### src/rtl/uart_autobaud_ctrl.sv
// Auto-baud controller: times the start-bit low pulse of a 0x55 sync character and drives a 3-bit rate code.
// Optional macro AUTOBAUD_VERIFY_EN adds a second measurement of the following high pulse as a cross-check.
module uart_autobaud_ctrl #(
    parameter int CLK_HZ      = 50_000_000,
    parameter int IDLE_CYCLES = 1024,
    parameter int COUNT_W     = 16
) (
    input  logic               clk,
    input  logic               rst_n,
    input  logic               rx,
    input  logic               start,
    input  logic               abort,
    output logic [2:0]         baud_sel,
    output logic               locked,
    output logic               busy,
    output logic               done,
    output logic               err,
    output logic [COUNT_W-1:0] meas_cnt
);

    localparam int P0      = CLK_HZ / 9600;
    localparam int P1      = CLK_HZ / 19200;
    localparam int P2      = CLK_HZ / 38400;
    localparam int P3      = CLK_HZ / 57600;
    localparam int P4      = CLK_HZ / 115200;
    localparam int T01     = (P0 + P1) / 2;
    localparam int T12     = (P1 + P2) / 2;
    localparam int T23     = (P2 + P3) / 2;
    localparam int T34     = (P3 + P4) / 2;
    localparam int MIN_CNT = P4 / 2;
    localparam int MAX_CNT = P0 + P0 / 2;

    localparam logic [COUNT_W-1:0] MAX_C  = COUNT_W'(MAX_CNT);
    localparam logic [COUNT_W-1:0] SAT_C  = COUNT_W'(MAX_CNT + 1);
    localparam logic [COUNT_W-1:0] IDLE_C = COUNT_W'(IDLE_CYCLES);

    localparam logic [2:0] S_IDLE      = 3'd0;
    localparam logic [2:0] S_WAIT_IDLE = 3'd1;
    localparam logic [2:0] S_ARMED     = 3'd2;
    localparam logic [2:0] S_MEAS_LOW  = 3'd3;
`ifdef AUTOBAUD_VERIFY_EN
    localparam logic [2:0] S_MEAS_HIGH = 3'd4;
`endif

    // Pulse counter stops at MAX_CNT+1 so an overlong pulse can never wrap into a valid range.
    function automatic logic [COUNT_W-1:0] sat_inc(input logic [COUNT_W-1:0] v);
        return (v >= SAT_C) ? SAT_C : v + 1'b1;
    endfunction

    // Returns {valid, code}; midpoints between neighbouring bit periods split the rates.
    function automatic logic [3:0] classify(input logic [COUNT_W-1:0] v);
        if (v > MAX_C)                     return 4'b0_000;
        else if (v >= COUNT_W'(T01))       return 4'b1_000;
        else if (v >= COUNT_W'(T12))       return 4'b1_001;
        else if (v >= COUNT_W'(T23))       return 4'b1_010;
        else if (v >= COUNT_W'(T34))       return 4'b1_011;
        else if (v >= COUNT_W'(MIN_CNT))   return 4'b1_100;
        else                               return 4'b0_000;
    endfunction

    logic               rx_meta_p0;
    logic               rx_s_p1;
    logic               rx_s_p2;
    logic [2:0]         state;
    logic [COUNT_W-1:0] cnt;
    logic [COUNT_W-1:0] cnt_inc;
    logic [3:0]         cls;
    logic               fall;
    logic               rise;
`ifdef AUTOBAUD_VERIFY_EN
    logic [2:0]         low_code;
`endif

    // Stage p0/p1: synchroniser; stage p2: previous rx_s for edge detection.
    always_ff @(posedge clk or negedge rst_n) begin
        if (!rst_n) begin
            rx_meta_p0 <= 1'b1;
            rx_s_p1    <= 1'b1;
            rx_s_p2    <= 1'b1;
        end else begin
            rx_meta_p0 <= rx;
            rx_s_p1    <= rx_meta_p0;
            rx_s_p2    <= rx_s_p1;
        end
    end

    assign fall    = rx_s_p2 & ~rx_s_p1;
    assign rise    = ~rx_s_p2 & rx_s_p1;
    assign cnt_inc = sat_inc(cnt);
    assign cls     = classify(cnt);
    assign busy    = (state != S_IDLE);

    always_ff @(posedge clk or negedge rst_n) begin
        if (!rst_n) begin
            state    <= S_IDLE;
            cnt      <= '0;
            baud_sel <= 3'b000;
            locked   <= 1'b0;
            done     <= 1'b0;
            err      <= 1'b0;
            meas_cnt <= '0;
`ifdef AUTOBAUD_VERIFY_EN
            low_code <= 3'b000;
`endif
        end else begin
            done <= 1'b0;
            if (abort) begin
                state <= S_IDLE;
            end else begin
                case (state)
                    S_IDLE: begin
                        if (start) begin
                            locked <= 1'b0;
                            err    <= 1'b0;
                            cnt    <= '0;
                            state  <= S_WAIT_IDLE;
                        end
                    end
                    S_WAIT_IDLE: begin
                        if (!rx_s_p1) begin
                            cnt <= '0;
                        end else begin
                            cnt <= cnt + 1'b1;
                            if (cnt + 1'b1 == IDLE_C) state <= S_ARMED;
                        end
                    end
                    S_ARMED: begin
                        if (fall) begin
                            cnt   <= COUNT_W'(1);
                            state <= S_MEAS_LOW;
                        end
                    end
                    S_MEAS_LOW: begin
                        if (rise) begin
                            meas_cnt <= cnt;
                            if (!cls[3]) begin
                                err   <= 1'b1;
                                done  <= 1'b1;
                                state <= S_IDLE;
                            end else begin
`ifdef AUTOBAUD_VERIFY_EN
                                low_code <= cls[2:0];
                                cnt      <= COUNT_W'(1);
                                state    <= S_MEAS_HIGH;
`else
                                baud_sel <= cls[2:0];
                                locked   <= 1'b1;
                                done     <= 1'b1;
                                state    <= S_IDLE;
`endif
                            end
                        end else if (!rx_s_p1) begin
                            cnt <= cnt_inc;
                            if (cnt_inc > MAX_C) begin
                                err   <= 1'b1;
                                done  <= 1'b1;
                                state <= S_IDLE;
                            end
                        end
                    end
`ifdef AUTOBAUD_VERIFY_EN
                    S_MEAS_HIGH: begin
                        if (fall) begin
                            done  <= 1'b1;
                            state <= S_IDLE;
                            if (cls[3] && cls[2:0] == low_code) begin
                                baud_sel <= low_code;
                                locked   <= 1'b1;
                            end else begin
                                err <= 1'b1;
                            end
                        end else if (rx_s_p1) begin
                            cnt <= cnt_inc;
                            if (cnt_inc > MAX_C) begin
                                err   <= 1'b1;
                                done  <= 1'b1;
                                state <= S_IDLE;
                            end
                        end
                    end
`endif
                    default: state <= S_IDLE;
                endcase
            end
        end
    end

endmodule

### config.mk
export PLATFORM = sky130hd
export DESIGN_NAME = uart_autobaud_ctrl
export DESIGN_NICKNAME = d
export VERILOG_FILES = /design/src/rtl/uart_autobaud_ctrl.sv
export SDC_FILE = /design/constraint.sdc
export NUM_CORES = 1
export LEC_CHECK = 0
export ABC_AREA = 1
export ABC_CLOCK_PERIOD_IN_PS = 2200
export BUFFER_PORTS_ARGS = -buffer_cell sky130_fd_sc_hd__buf_2
export CAP_MARGIN = 25
export CORE_MARGIN = 2
export CORE_UTILIZATION = 40
export CTS_CLUSTER_DIAMETER = 120
export CTS_CLUSTER_SIZE = 28
export DETAILED_ROUTE_END_ITERATION = 6
export MAX_ROUTING_LAYER = met4
export PLACE_DENSITY = 0.61
export SETUP_SLACK_MARGIN = 0.02
export SLEW_MARGIN = 10
export SYNTH_ARGS = -nofsm -noshare
export SYNTH_HDL_FRONTEND = slang
export SYNTH_SLANG_ARGS = --single-unit
### constraint.sdc
create_clock -name clk -period 2.2 [get_ports clk]
set_clock_uncertainty 0.2 [all_clocks]
set_input_delay 0.33 -clock clk [delete_from_list [all_inputs] [get_ports clk]]
set_output_delay 0.33 -clock clk [all_outputs]
set_load 0.02 [all_outputs]
---- Word level (Yosys, flattened, before mapping) ----
Cells that the tools add are included.
Widths: inputs -> output; s select.
storage, ports and cells
  input port bits ......................... 5
  output and inout port bits .............. 23
  logic and storage cells ................. 89
  register bits after elaboration ......... 44
operators by class
  reductions and logical operators ........ 10
  eq/ne operators ......................... 19
  muxes and demuxes ....................... 36
  $add $sub $neg .......................... 1
  bitwise gates (word level) .............. 5
  magnitude comparators ................... 8
operators with widths
  kind                   count
  $mux 16                6
  $pmux 16 s4            1
  $ge 16x11->1 const B   2
  $gt 16x13->1 const B   2
  $mux 3                 8
  $mux 4                 6
  $ne 3x3->1 const B     7
  $reduce_and 6->1       3
  $add 16x1->16 const B  1
  $eq 16x11->1 const B   1
  $ge 16x10->1 const B   1
  $ge 16x12->1 const B   1
  $ge 16x13->1 const B   1
  $ge 16x8->1 const B    1
  $mux 1                 12
  $ne 2x2->1 const B     6
  $pmux 3 s4             1
  $ne 4x4->1 const B     2
  $eq 3x2->1 const B     2
  $reduce_and 5->1       1
  $pmux 1 s2             2
  $reduce_and 4->1       1
  $reduce_bool 4->1      1
  $eq 3x1->1 const B     1
  other kinds (6)        9

---- Longest topological paths before layout ----
  depth in word-level cells ............... 10
  gate-level depth with buffers ........... 17
  mapped depth without buffers ............ 17

---- Least setup slack after synthesis ----
Ideal clock, no wire load.
  path type ............................... reg2reg
  start point ............................. register state[0]
  end point ............................... register cnt[13]
  data required time ...................... 1917 ps
  arrival time ............................ 1873 ps
  setup time .............................. 83 ps
  stages on the path, launching flop included .. 15
  setup slack ............................. 44 ps
  path buffers ............................ 0
  clock period less this slack ............ 2156 ps
  cell sequence ........................... dfrtp_1 inv_1 ha_1 inv_1 or2_2 nand2_1 nor2_1 nand2_1 nor2_1 inv_1 a21oi_1 o21ai_2 inv_1 nand2_1 o21ai_0
between the ends
  word-level cells in the longest chain between the ends .. 3
  elaborated cells between the ends (all ways) .. 11
  those cells by class .................... eq/ne: 7; mux: 1; reduce/logical: 3
ends and longest elaborated chain
  element                                                    line  text
  start, declared                                            64    logic [2:0] state;
  start signal, assigned                                     95    state <= S_IDLE;
  start signal, assigned                                     108   state <= S_IDLE;
  start signal, assigned                                     116   state <= S_WAIT_IDLE;
  $eq 3x2->1 (tied with other cells)                         110   case (state)
  $reduce_bool 4->1 (no line) or $ne 2x2->1 (tied branches)  -
  $reduce_and 6->1 (no line)                                 -
  end signal, assigned                                       123   cnt <= cnt + 1'b1;
  end signal, assigned                                       153   cnt <= cnt_inc;
  end, declared                                              65    logic [COUNT_W-1:0] cnt;
Parallel ways exist; a longest one is shown, timed or not.
A chain may end at the register's enable or synchronous reset.

---- Final worst setup path ----
  start point ............................. register cnt[0]
  end point ............................... register baud_sel[0]
between the ends
  word-level cells in the longest chain between the ends .. 8
  elaborated cells between the ends (all ways) .. 13
  those cells by class .................... order compare: 6; mux: 6; reduce/logical: 1
ends and longest elaborated chain
  element                     line  text
  $ge 16x8->1                 57    else if (v >= COUNT_W'(MIN_CNT)) return 4'b1_100;
  $mux 4                      57
  $mux 4                      56    else if (v >= COUNT_W'(T34)) return 4'b1_011;
  $mux 4                      55    else if (v >= COUNT_W'(T23)) return 4'b1_010;
  $mux 4                      54    else if (v >= COUNT_W'(T12)) return 4'b1_001;
  $mux 4                      53    else if (v >= COUNT_W'(T01)) return 4'b1_000;
  $mux 4 *                    52    if (v > MAX_C) return 4'b0_000;
  $reduce_and 4->1 (no line)  -
  end signal, assigned        146   baud_sel <= cls[2:0];
  end, declared               13    output logic [2:0] baud_sel,
Mark *: on every way between the ends. The rest lies on a longest branch, timed or not.

==> run metrics <==
status complete, but fails checks; failing checks negative setup slack; Seq/Total Area, Yosys between 40% and 50%; Tot Pwr ~0.0026 W; Worst slew margin between 60% and 70%; Placed Cells 503; Ant. Diodes 0; Clk pwr share 24.6%; leak pwr 1.784 nW; Mapped Cells 362; Gate power share 40.2%; # DRC 0; Total Routing Usage GR 23.07%; standard-cell rows 29; Setup CP Type reg -> reg; startpoint types flip-flop; WL per Instance 14.84 µm; worst slack at placement -0.1649 ns; I/O pin total 28; Via density 5.172; core area 6386 µm²; number of global-route vias before repair 2605; DRT antenna net count 0; Int Pwr 0.001695 W; Worst Setup End Kind flip-flop; Worst Hold Launch abort; initial antenna violation count 0; fill cell count approximately 600; global-route wire length before repair approximately 13000 µm; Root Buffer clkbuf_8; Inserted Clock Buffers 5; Port Buf Inserts 27; Max-Cap Viols 0; R2R depth 11; warnings from Yosys 0; Initial Util between 40% and 50%; GP Congestion 0.9440; Tmin final 2.256 ns; Hold EP state[0]; Net Count, Synth 374; Die Width 85.38 µm; Hold Crit Class in -> reg; critical-path maximum fanout 4; die area 7289 µm²; Initial DRT Pass Iterations 5; total negative slack -0.1545 ns; Metal-1 WL 3666 µm; maximum vdd ir drop 0.5199 mV; number of synthesized flops with an enable pin 0; slew of the pin with the lowest slew margin 0.5035 ns; DR vias 2736; die height 85.38 µm; endpoints failing setup 4; htree depth 2; Worst EP required approximately 2.2 ns; final setup margin -0.05608 ns; NumNets Final between 400 and 500; r2r setup slk -0.06 ns; TritonCTS clock tree built; Sw Ratio 35.65%; Post-synth ARST share 100.0%; final WL 7851 µm; hold path cells 2; post-DP HPWL 5859 µm; crit share post-route 102.5%; Cell Area, Synth between 2000 and 3000 µm²; cell taking the most area after synthesis dfrtp_1; largest net degree at the start of global routing 33; Flop pwr share between 30% and 40%; Worst Path Arrival 2.24 ns; reg2reg start cnt[0]; layout cells sized above 1 around two fifths; top post-synthesis cells by area dfrtp_1 38%, nand2_1 12%, o21ai_0 6.8%; Synth top area share 37.79%; Max Freq 443.2 MHz; Avg Cell Area, Syn between 7 and 8 µm²; area grow syn2layout 37.93%; highest routed layer met4; reg-to-reg endpoint baud_sel[0]; Clock Tree Buf Depth 2; pwr dens 721.0 nW/µm²; fin cells 529; Slew Viols, Final 0; Clock Latency Late Sink 0.30 ns; number of synthesized register bits 43; switching pwr about 0.00094 W; Iteration-0 DRC Markers approximately 200; clk sinks 43; endpoints failing hold 0; synth unique cells 37; worst setup path startpoint cnt[0]; unrepaired setup endpoints after global routing yes; grt ovf 0; met3 WL approximately 400 µm; met2 wire len around 3700 µm; Clock transition at path regs about 0.080 ns; Main synth FF type dfrtp_1
## synthesized netlist by cell type, drive strengths merged, types with 2 or more instances
library cell  instances
nand2                97
nor2                 47
inv                  45
dfrtp                40
o21ai                38
nand3                22
nand4                13
a21oi                10
o22ai                10
nor3                  8
ha                    7
buf                   6
a211oi                3
clkbuf                3
dfstp                 3
o32ai                 2
## metrics by stage
step | utilization [%] | hold slack, ns | area, µm²
2_1_floorplan | - | -0.1656 | 2649
3_3_place_gp | 50.04 | 0.1190 | 3196
3_5_place_dp | 50.04 | 0.1240 | 3196
4_1_cts | 53.72 | 0.01741 | 3431
5_1_grt | 57.21 | 0.02588 | 3654
6_report | 57.21 | 0.01667 | 3654
## placed cells by master, fill, tap and decap left out, types with 2 or more instances in the layout
cell and count:
buf_12 2, a21oi_2 3, buf_6 2, o21ai_1 6, dlygate4sd3_1 2, nor3_2 2
nor3_4 2, buf_2 27, o32ai_1 2, nor2_2 11, nand4_1 13, o22ai_1 6
o22ai_2 4, nor3_1 4, ha_1 4, nand2_1 81, inv_1 34, a211oi_1 2
dfrtp_1 34, nand3_2 3, nand2_2 15, o21ai_2 2, ha_4 3, nand3_1 18
o21ai_0 30, inv_2 11, dfstp_2 3, nor2_1 31, a21oi_1 7, buf_4 58
dfrtp_2 6, nor2_4 5, clkbuf_8 6
## cell families (layout without fill, tap and decap cells)
group	Yosys count	count (layout)	synth area share (%)
buf+inv	54	144	8.455
simple gates	189	189	32.40
xor+xnor	1	1	0.3307
fa+ha+maj	7	7	3.306
compound gates	68	68	14.74
flops	43	43	40.77
## registers in the layout, indices dropped and copies added, names as in the netlist, 2 cells and up
| register | cells |
|---|---|
| baud_sel | 3 |
| meas_cnt | 16 |
| state | 2 |
| cnt | 16 |
## area by class of cell
type / count / area, µm² / area share, %
clock inverters: 2 / 35.03 / 0.9589
clock buffers: 6 / 82.58 / 2.260
flip-flops and latches: 43 / 1087 / 29.76
repair buffers: 91 / 653.1 / 17.88
multi-input cells: 265 / 1530 / 41.88
well taps: 77 / 96.34 / 2.637
inverters: 45 / 168.9 / 4.623
## power by group through the flow
stage,combinational [W],sequential [W],clock (W)
after detailed placement,0.000846,0.000930,0
after floorplan,0.000450,0.000988,0
after global routing,0.00117,0.000939,0.000700
after CTS,0.000866,0.000924,0.000667
final,0.00106,0.000928,0.000647
after global placement,0.000842,0.000928,0
## timing repair
item | 4_1_cts | 5_1_grt
buffers inserted | 5 | 11
endpoints found under the setup margin | 9 | 24
pin swaps | 8 | 19
hold buffers | 2 | 0
hold endpoints to repair | 20 | 0
gates resized for setup | 22 | 44
## how the worst max path moves through the flow
| stage | endpoint |
|---|---|
| 5_1_grt | state[0] |
| 3_3_place_gp | state[1] |
| 2_1_floorplan | cnt[13] |
| 3_5_place_dp | state[0] |
| 4_1_cts | state[0] |
| 6_report | baud_sel[0] |
## critical path: stages (launching register included)
cell	delay [ns]
dfrtp_2	0.46
ha_1	0.25
nor2_4	0.13
inv_1	0.06
buf_4	0.13
buf_4	0.13
nor3_4	0.16
nor3_2	0.05
nor2_1	0.17
o21ai_2	0.10
o211ai_1	0.21
o21ai_0	0.10
## routing by layer
layer / up-vias / track usage (%)
li1: 1374 / -
met1: 1265 / 31.48
met2: 86 / 35.44
met3: 11 / 3.210
met4: 0 / 7.504
met5: - / -
No activity file was read; power rests on OpenSTA's default activity.
